<file path="src/rtl/mont_operand_multiplier_if.sv">
// Operand/product handshake bundle for mont_operand_multiplier.
// The slave side is the multiplier. The master side is whoever feeds
// operands in and consumes products.
interface mont_operand_multiplier_if #(
  parameter int OPERAND_WIDTH = 32,
  parameter int DATA_LENGTH   = 64
);
  logic                     in_valid_i;
  logic                     in_ready_o;
  logic [OPERAND_WIDTH-1:0] a_i;
  logic [OPERAND_WIDTH-1:0] b_i;
  logic                     out_valid_o;
  logic                     out_ready_i;
  logic [DATA_LENGTH-1:0]   product_o;
  logic                     busy_o;

  modport slave (
    input  in_valid_i, a_i, b_i, out_ready_i,
    output in_ready_o, out_valid_o, product_o, busy_o
  );

  modport master (
    output in_valid_i, a_i, b_i, out_ready_i,
    input  in_ready_o, out_valid_o, product_o, busy_o
  );
endinterface

</file>
<file path="src/rtl/mont_operand_multiplier.sv">
// Sequential radix-2 shift-add multiplier feeding the Montgomery reduction.
// Every product takes exactly OPERAND_WIDTH cycles, whatever the operand values.
// A finished product is held in DONE until downstream takes it. A new pair of
// operands can be accepted on the same edge that the old product leaves.
module mont_operand_multiplier #(
  parameter int OPERAND_WIDTH = 32,
  parameter int DATA_LENGTH   = 64,
  parameter int CNT_WIDTH     = $clog2(OPERAND_WIDTH + 1)
) (
  input  logic                      clk_i,
  input  logic                      rst_i,
  mont_operand_multiplier_if.slave  bus
);

  // The full product must fit in the accumulator. This also keeps acc from
  // overflowing during accumulation.
  generate
    if (DATA_LENGTH < 2 * OPERAND_WIDTH) begin : g_width_check
      $error("mont_operand_multiplier: DATA_LENGTH must be >= 2*OPERAND_WIDTH");
    end
  endgenerate

  typedef enum logic [1:0] {
    IDLE = 2'd0,
    MUL  = 2'd1,
    DONE = 2'd2
  } state_t;

  localparam logic [CNT_WIDTH-1:0] LAST_CNT = CNT_WIDTH'(OPERAND_WIDTH - 1);

  state_t                   state;
  logic [DATA_LENGTH-1:0]   a_sh;
  logic [OPERAND_WIDTH-1:0] b_sh;
  logic [DATA_LENGTH-1:0]   acc;
  logic [CNT_WIDTH-1:0]     cnt;

  logic in_ready;
  logic accept;

  // Ready depends only on state, reset and downstream ready. It never looks at
  // in_valid, so no combinational loop can form through the handshake.
  assign in_ready = !rst_i && ((state == IDLE) || ((state == DONE) && bus.out_ready_i));
  assign accept   = bus.in_valid_i && in_ready;

  assign bus.in_ready_o  = in_ready;
  assign bus.out_valid_o = !rst_i && (state == DONE);
  assign bus.busy_o      = !rst_i && (state == MUL);
  assign bus.product_o   = (!rst_i && (state == DONE)) ? acc : '0;

  // Control and datapath together: load on accept, then shift-add for
  // OPERAND_WIDTH cycles, then hold the result until downstream handshakes.
  always_ff @(posedge clk_i) begin
    if (rst_i) begin
      state <= IDLE;
      acc   <= '0;
      a_sh  <= '0;
      b_sh  <= '0;
      cnt   <= '0;
    end else begin
      case (state)
        IDLE: begin
          if (accept) begin
            a_sh  <= DATA_LENGTH'(bus.a_i);
            b_sh  <= bus.b_i;
            acc   <= '0;
            cnt   <= '0;
            state <= MUL;
          end
        end
        MUL: begin
          if (b_sh[0]) begin
            acc <= acc + a_sh;
          end
          a_sh <= a_sh << 1;
          b_sh <= b_sh >> 1;
          cnt  <= cnt + CNT_WIDTH'(1);
          if (cnt == LAST_CNT) begin
            state <= DONE;
          end
        end
        DONE: begin
          if (accept) begin
            a_sh  <= DATA_LENGTH'(bus.a_i);
            b_sh  <= bus.b_i;
            acc   <= '0;
            cnt   <= '0;
            state <= MUL;
          end else if (bus.out_ready_i) begin
            state <= IDLE;
          end
        end
        default: begin
          state <= IDLE;
        end
      endcase
    end
  end

endmodule
</file>
<file path="src/flat_wrapper.sv">
// flat-port wrapper written by rule: the top's interface ports become plain ports
module mont_operand_multiplier_flat 
#(
  parameter int OPERAND_WIDTH = 32,
  parameter int DATA_LENGTH   = 64,
  parameter int CNT_WIDTH     = $clog2(OPERAND_WIDTH + 1)
)
  (clk_i, rst_i, bus_in_valid_i, bus_a_i, bus_b_i, bus_out_ready_i, bus_in_ready_o, bus_out_valid_o, bus_product_o, bus_busy_o);
  mont_operand_multiplier_if #(.OPERAND_WIDTH(OPERAND_WIDTH), .DATA_LENGTH(DATA_LENGTH)) bus_i ();
  input  logic clk_i;
  input  logic rst_i;
  input wire logic [$bits(bus_i.in_valid_i)-1:0] bus_in_valid_i;
  input wire logic [$bits(bus_i.a_i)-1:0] bus_a_i;
  input wire logic [$bits(bus_i.b_i)-1:0] bus_b_i;
  input wire logic [$bits(bus_i.out_ready_i)-1:0] bus_out_ready_i;
  output wire logic [$bits(bus_i.in_ready_o)-1:0] bus_in_ready_o;
  output wire logic [$bits(bus_i.out_valid_o)-1:0] bus_out_valid_o;
  output wire logic [$bits(bus_i.product_o)-1:0] bus_product_o;
  output wire logic [$bits(bus_i.busy_o)-1:0] bus_busy_o;
  assign bus_i.in_valid_i = bus_in_valid_i;
  assign bus_i.a_i = bus_a_i;
  assign bus_i.b_i = bus_b_i;
  assign bus_i.out_ready_i = bus_out_ready_i;
  assign bus_in_ready_o = bus_i.in_ready_o;
  assign bus_out_valid_o = bus_i.out_valid_o;
  assign bus_product_o = bus_i.product_o;
  assign bus_busy_o = bus_i.busy_o;
  mont_operand_multiplier #(.OPERAND_WIDTH(OPERAND_WIDTH), .DATA_LENGTH(DATA_LENGTH), .CNT_WIDTH(CNT_WIDTH)) u_core (.clk_i(clk_i), .rst_i(rst_i), .bus(bus_i));
endmodule
</file>
<file path="config.mk">
export PLATFORM = sky130hd
export DESIGN_NAME = mont_operand_multiplier_flat
export DESIGN_NICKNAME = d
export VERILOG_FILES = /design/src/rtl/mont_operand_multiplier_if.sv /design/src/rtl/mont_operand_multiplier.sv /design/src/flat_wrapper.sv
export SDC_FILE = /design/constraint.sdc
export NUM_CORES = 1
export LEC_CHECK = 0
export ABC_AREA = 1
export ABC_CLOCK_PERIOD_IN_PS = 2700
export CORE_MARGIN = 2
export CORE_UTILIZATION = 45
export DETAILED_ROUTE_END_ITERATION = 8
export DONT_BUFFER_PORTS = 1
export GPL_TIMING_DRIVEN = 0
export PLACE_DENSITY = 0.68
export SLEW_MARGIN = 20
export SYNTH_ARGS = -nofsm -noshare
export SYNTH_HDL_FRONTEND = slang
export SYNTH_SLANG_ARGS = --single-unit
</file>
<file path="constraint.sdc">
create_clock -name clk_i -period 2.7 [get_ports clk_i]
set_input_delay 0.54 -clock clk_i [delete_from_list [all_inputs] [get_ports clk_i]]
set_output_delay 0.54 -clock clk_i [all_outputs]
set_load 0.1 [all_outputs]
</file>
==> impl_metrics.ini <==
[run_status]
status = finished with violations
failed_checks = negative setup slack

[routing]
dr.pass1.iters = 8
vias_per_cell = 5.15
drt-total-wl_mm = 45.1
drc = 0
vias = 13718
wl_per_cell_um = 16.9
drt_iter0_markers = 1204
detail-route-antenna-nets = 0

[min_path]
worstHoldPathCells = 3
min_path_type = input pin to register

[layout]
antennaDiodeCount = 0
drive_above_1_share_pct = 8.82
instances_no_fill = 2664
final_common_cell = nand2_1
nets = 2400
areaGrowthSynthToFinish_pct = 13.9
layout_common_cells = 696 x nand2_1, 467 x inv_1, 227 x a21oi_1, 177 x nor2_1, 167 x dfxtp_1
postLayoutCellArea_mm2 = 0.0147

[die]
die_x_um = 173
start_util_pct = 45.4
pin_count = 135
die-area_mm2 = 0.0301
coreArea_mm2 = 0.0285
rows = 62
dieHeight_um = 173

[clock_tree]
clock_latency_ns = 0.46
htree_num_levels = 4
cts_root_buffer = clkbuf_16
cts_tree = yes
path_clk_slew_ns = 0.08
holdBufCountCts = 0
numCtsBuffers = 17
cts_sinks = 168
clockBufferDepth = 2

[synthesis]
yosysSeqAreaShare_pct = 26.0
syn_inst = 2242
syn_avg_cell_area_um2 = 5.76
yosys_warnings = 0
syn-num-nets = 2375
yosys.cell_types.count = 41
synth_seq_cells = 168
netlist_area_mm2 = 0.0129

[power]
powerDensity_mw_per_mm2 = 409
internal_power_w = 0.00414
swShare_pct = 31.2
p_leak_nw = 7.22
finalPower_w = 0.00601
irDropWorstVdd_uv = 375
clock_power_share_pct = 43.6
switchingPower_w = 0.00187
pwr-share-comb_pct = 12.2
seq_power_share_pct = 44.2

[critical_path]
critPathKind = register to output pin
required_ns = 2.16
critPathMostFrequentCell = nor2_4
r2r_cells = 12
endpoint_kind = output pin
cpPeakStageDelay_ns = 0.57
critical_path_peak_fanout = 10
worst_setup_path_start_kind = register
crit_family = simple AND/OR/NAND/NOR gates
path_buf_inv = 4
cp.arrival_ns = 2.68
worstSetupPathDepth = 7
critPathSlowestCell = nor2_4
path_cells = buf_6 -> nor2_4 -> inv_2 -> nor2_4 -> inv_8 -> clkbuf_8 -> nor2_4

[placement]
dpl.hpwl_mm = 35.9
place_inst = 2627
routabilityCongestion = 1.03
numPortBuffers = 0
placed_area_mm2 = 0.0137

[global_routing]
grt_max_degree = 20
globalRoute.totalOverflow = 0
track_usage_pct = 29.9
antenna_found_initial = 0
grt_pass1_vias = 12748
grt_pass1_wl_mm = 69.7

[sta]
max_freq_mhz = 311
timing.hold.ws_ns = 0.262
period_share_pct = 119
finalSetupViolations = 64
min_period_ns = 3.22
drv_slew = 0
worst_slew_pin_slew_ns = 0.986
setup_slack_ns = -0.519
finalClockSkew_ns = 0.0218
hold_violations = 0
rsz0062_at_grt = yes
max_slew_margin_pct = 34.3

[flow_run]
maxCapViolCount = 0
## cell type report
| cell class | count | area (um2) |
|---|---|---|
| Tap cell | 384 | 480 |
| Inverter | 472 | 1780 |
| Clock inverter | 15 | 195 |
| Sequential cell | 168 | 3360 |
| Fill cell | 3063 | 13800 |
| Multi-Input combinational cell | 1534 | 7970 |
| Clock buffer | 17 | 425 |
| Timing Repair Buffer | 6 | 63.8 |
| Buffer | 68 | 433 |
## through the flow
stage / TNS (ns) / utilization, % / setup WS (ns)
final: -30.54 / 51.7 / -0.519
after global routing: -35.58 / 51.7 / -0.601
after CTS: -32.13 / 51.5 / -0.539
after detailed placement: -33.84 / 48.1 / -0.747
after global placement: -36.09 / 48.0 / -0.723
after floorplan: -13.60 / - / -0.332
## power groups by stage
stage / logic [W] / clock network, W / registers (W)
2_1_floorplan: 0.000508 / 0 / 0.00269
3_3_place_gp: 0.000696 / 0 / 0.00271
3_5_place_dp: 0.000713 / 0 / 0.00271
4_1_cts: 0.000717 / 0.00264 / 0.00266
5_1_grt: 0.000811 / 0.00275 / 0.00267
6_report: 0.000732 / 0.00262 / 0.00266
## worst min-delay path, cell delays in order
cell and delay, ns:
nor2_4 0.02, nand2_1 0.05, o21ai_0 0.06
## what timing repair did
| action | 4_1_cts | 5_1_grt |
|---|---|---|
| pin swaps | 9 | 6 |
| gates cloned | 1 | 0 |
| setup buffers | 2 | 2 |
| resized for setup | 64 | 13 |
| endpoints found under the setup margin | 64 | 131 |
## cells in the mapped netlist
cell	count	area [um2]
nand2_1	700	2630
inv_1	467	1750
nor2_1	242	908
a21oi_1	227	1140
dfxtp_1	168	3360
o21ai_0	78	390
nand3_1	77	385
ha_1	64	801
clkbuf_1	52	195
nand3_2	29	290
a21oi_2	17	149
a32o_1	16	160
nor3_1	15	75.1
xor2_1	12	105
or2_2	10	62.6
buf_2	9	45.0
nand4_1	7	43.8
nand3b_1	6	45.0
inv_2	5	18.8
o31ai_1	4	30.0
buf_6	3	33.8
buf_8	3	45.0
nor4_1	3	18.8
o21a_1	3	22.5
o21ai_1	3	15.0
o21bai_1	3	22.5
xnor2_1	3	26.3
nand2_2	2	12.5
nor2_4	2	22.5
a211oi_1	1	7.51
a21boi_0	1	7.51
and2_1	1	6.26
and3_1	1	6.26
buf_1	1	3.75
fa_1	1	20.0
nand2_4	1	11.3
nor3b_2	1	12.5
o211ai_1	1	7.51
o21ai_4	1	16.3
o22ai_1	1	6.26
o32ai_1	1	8.76
## routing by layer
metal / vias to the layer above / global-route usage, % / wire (um)
li1: 6936 / - / -
met1: 6245 / 42.1 / 21200
met2: 461 / 45.2 / 18900
met3: 76 / 6.47 / 3650
met4: 0 / 9.89 / 1350
met5: - / 0 / 0
## state kept, by name (all words and copies together) (netlist names)
signal,flops
u_core.b_sh,32
u_core.acc,64
u_core.cnt,6
u_core.a_sh,64
u_core.state,2
## path summary, 6_finish.rpt
kind                                 startpoint                end  slack (ns)
worst max-delay path            u_core.state[0]  bus_product_o[35]       -0.52
worst min-delay path                      rst_i    u_core.state[1]        0.26
worst max register to register    u_core.acc[2]     u_core.acc[57]        0.14
worst min register to register   u_core.acc[13]     u_core.acc[13]        0.49
## kinds of logic after synthesis
logic type      Yosys count  share of synthesized area (%)
compound gates          357                           15.3
xor+xnor                 15                           1.02
fa+ha+maj                65                           6.35
buf+inv                 540                           16.2
flops                   168                           26.0
simple gates           1097                           35.1
No activity file was read; power rests on OpenSTA's default activity.
